[src/rtl/mem_arbiter.sv]
// Two-master memory arbiter with starvation guard and slave timeout.
// One transaction at a time: arbitrate in IDLE, drive the slave in BUSY,
// present the registered ack/err/rdata to the owner in DONE.
//
//   state | meaning
//   IDLE  | no owner; arbitrate between pending requests
//   BUSY  | slave request active for the latched owner
//   DONE  | owner's ack or err pulse (and read data) visible
module mem_arbiter #(
  parameter int STARVE_LIMIT = 4,
  parameter int TIMEOUT      = 15
) (
  input  logic        clk,
  input  logic        rst,
  input  logic        m0_req,
  input  logic        m0_we,
  input  logic [31:0] m0_addr,
  input  logic [31:0] m0_wdata,
  input  logic [3:0]  m0_byte_mask,
  input  logic        m0_load_sign,
  input  logic        m1_req,
  input  logic        m1_we,
  input  logic [31:0] m1_addr,
  input  logic [31:0] m1_wdata,
  input  logic [3:0]  m1_byte_mask,
  input  logic        m1_load_sign,
  output logic        m0_ack,
  output logic        m0_err,
  output logic [31:0] m0_rdata,
  output logic        m1_ack,
  output logic        m1_err,
  output logic [31:0] m1_rdata,
  output logic        s_req_o,
  output logic        s_rw_o,
  output logic [31:0] s_addr_o,
  output logic [31:0] s_wdata_o,
  output logic [3:0]  s_be_o,
  input  logic        s_ack,
  input  logic [31:0] s_rdata,
  output logic [1:0]  grant_o
);

  localparam logic [1:0] IDLE = 2'd0;
  localparam logic [1:0] BUSY = 2'd1;
  localparam logic [1:0] DONE = 2'd2;

  localparam int SW = (STARVE_LIMIT < 1) ? 1 : $clog2(STARVE_LIMIT + 1);
  localparam logic [SW-1:0] STARVE_MAX = SW'(STARVE_LIMIT);
  localparam logic [3:0]    WAIT_MAX   = 4'(TIMEOUT);

  logic [1:0]    state;
  logic [SW-1:0] starve_cnt;
  logic [3:0]    wait_cnt;
  logic          load_sign_q;

  logic          pick_m1;
  logic          sel_we;
  logic [31:0]   sel_addr;
  logic [31:0]   sel_wdata;
  logic [3:0]    sel_mask;
  logic          sel_sign;
  logic [31:0]   fmt_rdata;

  // Sub-word loads are right-aligned; upper bits are zero or sign copies.
  function automatic logic [31:0] format_rdata(input logic [3:0] mask,
                                               input logic sign,
                                               input logic [31:0] data);
    logic [31:0] res;
    res = '0;
    case (mask)
      4'b1111: res = data;
      4'b0011: res = {{16{sign & data[15]}}, data[15:0]};
      4'b0001: res = {{24{sign & data[7]}}, data[7:0]};
      default: res = '0;
    endcase
    return res;
  endfunction

  // Arbitration decision and field mux for the candidate owner.
  always_comb begin
    pick_m1   = !m0_req || (m1_req && (starve_cnt == STARVE_MAX));
    sel_we    = pick_m1 ? m1_we        : m0_we;
    sel_addr  = pick_m1 ? m1_addr      : m0_addr;
    sel_wdata = pick_m1 ? m1_wdata     : m0_wdata;
    sel_mask  = pick_m1 ? m1_byte_mask : m0_byte_mask;
    sel_sign  = pick_m1 ? m1_load_sign : m0_load_sign;
    fmt_rdata = s_rw_o ? 32'd0 : format_rdata(s_be_o, load_sign_q, s_rdata);
  end

  // Transaction FSM; all outputs are registered here.
  always_ff @(posedge clk) begin
    if (rst) begin
      state       <= IDLE;
      starve_cnt  <= '0;
      wait_cnt    <= '0;
      load_sign_q <= 1'b0;
      grant_o     <= 2'b00;
      s_req_o     <= 1'b0;
      s_rw_o      <= 1'b0;
      s_addr_o    <= '0;
      s_wdata_o   <= '0;
      s_be_o      <= '0;
      m0_ack      <= 1'b0;
      m0_err      <= 1'b0;
      m0_rdata    <= '0;
      m1_ack      <= 1'b0;
      m1_err      <= 1'b0;
      m1_rdata    <= '0;
    end else begin
      case (state)
        IDLE: begin
          if (m0_req || m1_req) begin
            state       <= BUSY;
            wait_cnt    <= '0;
            grant_o     <= pick_m1 ? 2'b10 : 2'b01;
            s_req_o     <= 1'b1;
            s_rw_o      <= sel_we;
            s_addr_o    <= sel_addr;
            s_wdata_o   <= sel_wdata;
            s_be_o      <= sel_mask;
            load_sign_q <= sel_sign;
            if (pick_m1 || !m1_req) begin
              starve_cnt <= '0;
            end else if (starve_cnt != STARVE_MAX) begin
              starve_cnt <= starve_cnt + 1'b1;
            end
          end
        end
        BUSY: begin
          if (s_ack) begin
            state   <= DONE;
            s_req_o <= 1'b0;
            if (grant_o[0]) begin
              m0_ack   <= 1'b1;
              m0_rdata <= fmt_rdata;
            end
            if (grant_o[1]) begin
              m1_ack   <= 1'b1;
              m1_rdata <= fmt_rdata;
            end
          end else if (wait_cnt == WAIT_MAX) begin
            state   <= DONE;
            s_req_o <= 1'b0;
            m0_err  <= grant_o[0];
            m1_err  <= grant_o[1];
          end else begin
            wait_cnt <= wait_cnt + 4'd1;
          end
        end
        DONE: begin
          state    <= IDLE;
          grant_o  <= 2'b00;
          m0_ack   <= 1'b0;
          m0_err   <= 1'b0;
          m0_rdata <= '0;
          m1_ack   <= 1'b0;
          m1_err   <= 1'b0;
          m1_rdata <= '0;
        end
        default: begin
          state   <= IDLE;
          s_req_o <= 1'b0;
          grant_o <= 2'b00;
        end
      endcase
    end
  end

endmodule

[config.mk]
export PLATFORM = sky130hd
export DESIGN_NAME = mem_arbiter
export DESIGN_NICKNAME = d
export VERILOG_FILES = /design/src/rtl/mem_arbiter.sv
export SDC_FILE = /design/constraint.sdc
export NUM_CORES = 1
export LEC_CHECK = 0
export ABC_CLOCK_PERIOD_IN_PS = 3100
export CORE_MARGIN = 3
export CORE_UTILIZATION = 45
export DETAILED_ROUTE_END_ITERATION = 10
export PLACE_DENSITY = 0.84
export RECOVER_POWER = 50
export SETUP_SLACK_MARGIN = 0.1
export SYNTH_ARGS = -nofsm -noshare
export SYNTH_HDL_FRONTEND = slang
export SYNTH_SLANG_ARGS = --single-unit
[constraint.sdc]
create_clock -name clk -period 3.1 [get_ports clk]
set_input_delay 0.465 -clock clk [delete_from_list [all_inputs] [get_ports clk]]
set_output_delay 0.465 -clock clk [all_outputs]
set_load 0.02 [all_outputs]
==> impl_metrics.ini <==
[clock_tree]
cts.htree.levels = 4
cts_root_buf = clkbuf_16
ctsLongestPathBuffers = 2
cts_inserted_buffers = 17
cts_tree = built
cts_resized = 0
postCtsHoldBufs = 0
cts.clk_slew.worst_paths_ps = 60
cts_sinks = 150
insertion_delay_ps = 430
cts_setup_buffers = 0

[cells_and_area]
post-route-util_pct = 71.9
syn_to_final_growth_pct = 55.1
final_cell_mix = clkdlybuf4s50_1 (188), nand2_1 (169), dfxtp_1 (150), dlygate4sd3_1 (127), nor2_1 (85)
num_antenna_cells = 0
finalNonFillerCells = 1243
drive_gt1_share_pct = 10.9
nFillCells = 1101
nNetsFinal = 1229
final_common_cell = clkdlybuf4s50_1

[sta]
tns_ps = 0
setup_viol = 0
period_share_pct = 85.1
worst_pin_slew_ps = 1550
min_period_ps = 2640
clock_skew_ps = 5.94
slew_viol_final = 75
slew-limit-headroom_pct = -3.45
hold_viol = 0
rsz0062_at_grt = false
fin_hold_ws_ps = 447
fmax_ghz = 0.379

[drt]
routed_wl_mm = 21.6
drt-vias-per-instance = 5.41
vias = 6720
dr.pass1.iters = 4
wl_met2_mm = 10.8
final_antenna_net_count = 0
wl_per_cell_um = 17.4
drc = 0
dr.first_iter.drc_count = 427
wl_met1_mm = 8.36
maxUsedRoutingLayer = met4
met3_length_mm = 1.82

[worst_setup_path]
crit_path_cell_trace = clkdlybuf4s50_1 -> nand3_1 -> and2_2 -> clkbuf_2 -> nand2_1 -> a311oi_2
critical_path_arrival_ps = 2970
slowest_delay_ps = 1110
crit_type = in -> reg
cp_max_fo = 74
r2r_slack_ps = 470
cp-start-kind = primary input
cpMaxStageDelayCell = clkbuf_2
worst_setup_path_end_kind = flip-flop
crit_buf_inv = 2
cp_top_family = buffers and inverters
worstPathRequired_ps = 3440

[placement]
portBuffers = 316
dp.cells = 1211
place_hpwl_mm = 15.8
place.gp.congestion = 0.819

[floorplan]
core_area_um2 = 14700
die_w_um = 129
start_util_pct = 46.4
fp.dieH_um = 129
dieArea_um2 = 16700
rows = 44
io-pin-count = 317

[logic_synthesis]
synth_cell_type_count = 43
yosys_warnings = 0
seq_area_frac_synth_pct = 44.1
synth-edff-count = 0
syn_nets = 947
synth-seq-cells = 150
async_reset_ff_share_pct = 0
synth_area_per_cell_um2 = 8.92
syn_area_um2 = 6820
netlist_instances = 764
synth_flop_cell = dfxtp_1

[run_status]
status = complete, but fails checks
violations = max-capacitance violations, max-slew violations

[grt]
grt_pass1_vias = 6161
grt_pass1_wl_mm = 32.2
antenna_found_initial = 0
grt_use_total_pct = 24.5
grt-ovfl-total = 0
grt_max_degree = 75

[power_and_ir_drop]
ir_worst_vdd_uv = 360
p_per_area_nw_per_um2 = 557
leakage_nw = 4.35
finalPower_mw = 5.88

[min_path]
hold_class = reg -> reg

[job]
cap_violations = 1
[metrics by stage]
| stage | cell area [µm²] | setup WS, ps |
|---|---|---|
| floorplan | 6820 | 1450 |
| global placement | 10000 | 696 |
| detailed placement | 10000 | 621 |
| CTS | 10600 | 740 |
| global route | 10600 | 255 |
| finish | 10600 | 463 |
[report_power, final]
group | internal [mW] | switching [mW]
registers | 2.11 | 0.116
logic | 0.730 | 0.882
clock network | 1.14 | 0.912
[worst reg2reg max path: cells and delay by family (launching register included)]
family	cells	cell delay, ps
adder cells (fa/ha/maj)	1	200
AND/OR/NAND/NOR	3	530
AO/OA/AOI/OAI	1	290
flip-flops	1	360
buffers and inverters	2	1180
[per-layer routing]
layer	global-route usage [%]	vias up
met4	9.70	0
li1	-	3284
met5	0	-
met1	28.5	3089
met3	8.20	43
met2	41.6	304
[cell families (layout without fill, tap and decap cells)]
logic type,count (synthesis),count (layout),share of synthesized area (%)
compound gates,196,196,26.7
xor+xnor,1,1,0.129
fa+ha+maj,6,6,1.10
buf+inv,72,367,5.93
flops,150,150,44.1
simple gates,339,339,22.1
[worst paths after layout]
path / startpoint / to / cells past startpoint
worst min-delay path: m1_rdata[5] / m1_rdata[5] / 2
worst max register to register: starve_cnt[0] / s_be_o[3] / 7
worst min register to register: m1_rdata[5] / m1_rdata[5] / 2
worst max-delay path: m1_req / s_be_o[3] / 6
[state kept, by name, indices dropped and copies added, names as in the netlist, 2 cells and up]
signal	flops
starve_cnt	3
wait_cnt	4
s_be_o	4
s_addr_o	32
m0_rdata	32
s_wdata_o	32
grant_o	2
m1_rdata	32
state	2
[cells in the mapped netlist, drive strengths merged (3+ instances only)]
master,instances,area share (%)
nand3,35,2.6
a22o,33,4.2
a31oi,3,0.28
a21o,17,1.9
clkbuf,30,1.7
nand2,170,9.4
a21oi,38,3.0
nor2,86,4.8
nand4,3,0.28
ha,6,1.1
inv,6,0.33
nand2b,8,0.73
dfxtp,150,44
o21ai,28,2.1
and2,6,0.55
nand3b,15,1.7
a311oi,70,15
buf,36,3.9
[cell type report]
type | instances | area (µm²) | area share (%)
multi-input combinational | 542 | 3420 | 32.3
sequential | 150 | 3000 | 28.4
timing repair buffer | 329 | 3310 | 31.4
inverter | 6 | 22.5 | 0.213
tap | 184 | 230 | 2.18
clock inverter | 15 | 159 | 1.50
clock buffer | 17 | 425 | 4.02
No activity file was read; power rests on OpenSTA's default activity.
==> RTL edit, RTL diff (same flow settings) <==
Change the parameter `STARVE_LIMIT` from 4 to 16.
--- a/src/rtl/mem_arbiter.sv
+++ b/src/rtl/mem_arbiter.sv
@@ -8,5 +8,5 @@
 //   DONE  | owner's ack or err pulse (and read data) visible
 module mem_arbiter #(
-  parameter int STARVE_LIMIT = 4,
+  parameter int STARVE_LIMIT = 16,
   parameter int TIMEOUT      = 15
 ) (
Function: same outputs for any inputs over 4 cycles, from zero or initial values and one cycle with rst high; that may be too few to reach the edited logic, so the function may still have changed.
==> RTL edit against the original RTL <==
Power increased by 4.9%. Area after synthesis increased by 5.0%. Design area increased by 4.9%. Worst setup slack improved by 0.25 ns. Non-clock buffer count increased by 3. Sequential share of layout area decreased by 0.95 points. Routed wire length increased by 10%. Sequential cell count increased by 2. Fmax increased by 11%. Synthesized cell count increased by 2.1%. Utilization increased by 0.19 points. Hold slack got worse by 0.0031 ns. Via count increased by 5.4%. Critical path type is now reg -> reg. Highest routed layer is now met5.
==> RTL edit: results (changes against the original RTL) <==
* Syn Nets at 963 (+1.7%)
* Reg2reg setup slack at 0.72 ns (+0.25 ns)
* Arrival time at the worst endpoint at 2.71 ns (-0.26 ns)
* Vias per cell at 5.532 (+2.3%)
* Final wirelength at 23810 µm (+10%)
* Static leakage at 4.467 nW (+2.6%)
* Cell variety after synth at 39 (-9.3%)
* Worst-Margin Slew at 1.337 ns (-0.2153 ns)
* Routed length per placed instance at 18.58 µm (+6.7%)
* Initial antenna violation count at 1 (+1)
* Worst vdd ir at 382.6 µV (+6.4%)
* Met2 GRT Util at 43.59% (+2.0 points)
* DP Worst Slack at 0.8049 ns (+0.1837 ns)
* DR pass1 iterations at 5 (+1)
* GR Util met1 at 33.08% (+4.6 points)
* Area contributors post-synth: dfxtp_1, a2111oi_2, and3b_1, nor2_1, o2bb2ai_1
* Worst path max stage delay at 0.69 ns (-0.42 ns)
* WHS at 0.4440 ns (-0.003145 ns)
* CP max stage cell: clkbuf_4
* Share of cells above drive strength 1 at 11.40% (+0.54 points)
* Met3 wire length at 1532 µm (-16%)
* Sequential cell area fraction in the yosys report at 42.51% (-1.5 points)
* First-pass GRT wire length at 37920 µm (+18%)
* Dpl hpwl at 16570 µm (+5.1%)
* Worst r2r dst: s_addr_o[10]
* Metal-1 WL at 9744 µm (+17%)
* Vias in the first global route at 7030 (+14%)
* Max Used Layer: met5
* Worst Skew at 0.009001 ns (+0.003059 ns)
* Hold Path Origin: m0_rdata[5]
* Largest net degree at the start of global routing at 103 (+37%)
* CP max FO at 102 (+38%)
* Fillers at 1159 (+5.3%)
* Gr usage total at 26.70% (+2.2 points)
* RR Startpoint: state[0]
* R2R depth at 5 (-2)
* Status: finished clean
* Gpl congestion at 0.8356 (+2.0%)
* Met2 wire length at 11760 µm (+8.8%)
## RTL edit: cell count changes in the layout (fill, tap and decap cells not counted), sizes merged, moves of 12 or more
cell / unedited run / this run
and3b: 0 / 70
a311oi: 70 / 0
a21o: 17 / 1
o2bb2ai: 0 / 32
nand2: 170 / 25
a2111oi: 0 / 70
a22o: 33 / 0
nor2: 86 / 159
a21oi: 38 / 50
## RTL edit: power by group
part / internal, mW / switching [mW] / total (mW)
Sequential: 2.13 / 0.114 / 2.24
Clock: 1.29 / 0.901 / 2.19
Combinational: 0.757 / 0.984 / 1.74
Total: 4.18 / 2.00 / 6.17
## RTL edit: cell families after synthesis
kind of cell,synth area share [%]
adder cells (fa/ha/maj),1.049
XOR/XNOR,0.1224
AND/OR/NAND/NOR,25.78
AO/OA/AOI/OAI,25.83
flip-flops,42.51
buffers and inverters,4.702
## RTL edit: worst max-delay path by stage
stage                     slack (ns)       from  cells after the start             to
after floorplan                 1.36   state[0]                      6    load_sign_q
after CTS                       0.89  s_be_o[0]                      1      s_be_o[0]
after detailed placement        0.80     m0_req                      6  s_wdata_o[23]
final                           0.72   state[0]                      5   s_addr_o[10]
after global routing            0.55   state[0]                      5   s_addr_o[18]
after global placement          0.88     m0_req                      6    s_addr_o[1]
## RTL edit: cell type report
cell class,instances,area share [%]
multi-input cells,545,34.29
repair buffers,332,30.03
flip-flops and latches,152,27.46
clock buffers,18,3.872
well taps,211,2.382
clock inverters,14,1.671
inverters,9,0.3048
## RTL edit: through the flow
| step | power (mW) | cell area, µm² |
|---|---|---|
| after floorplan | 3.307 | 7158 |
| after global placement | 4.055 | 10480 |
| after detailed placement | 4.075 | 10480 |
| after CTS | 6.275 | 11100 |
| after global routing | 6.435 | 11080 |
| final | 6.174 | 11080 |
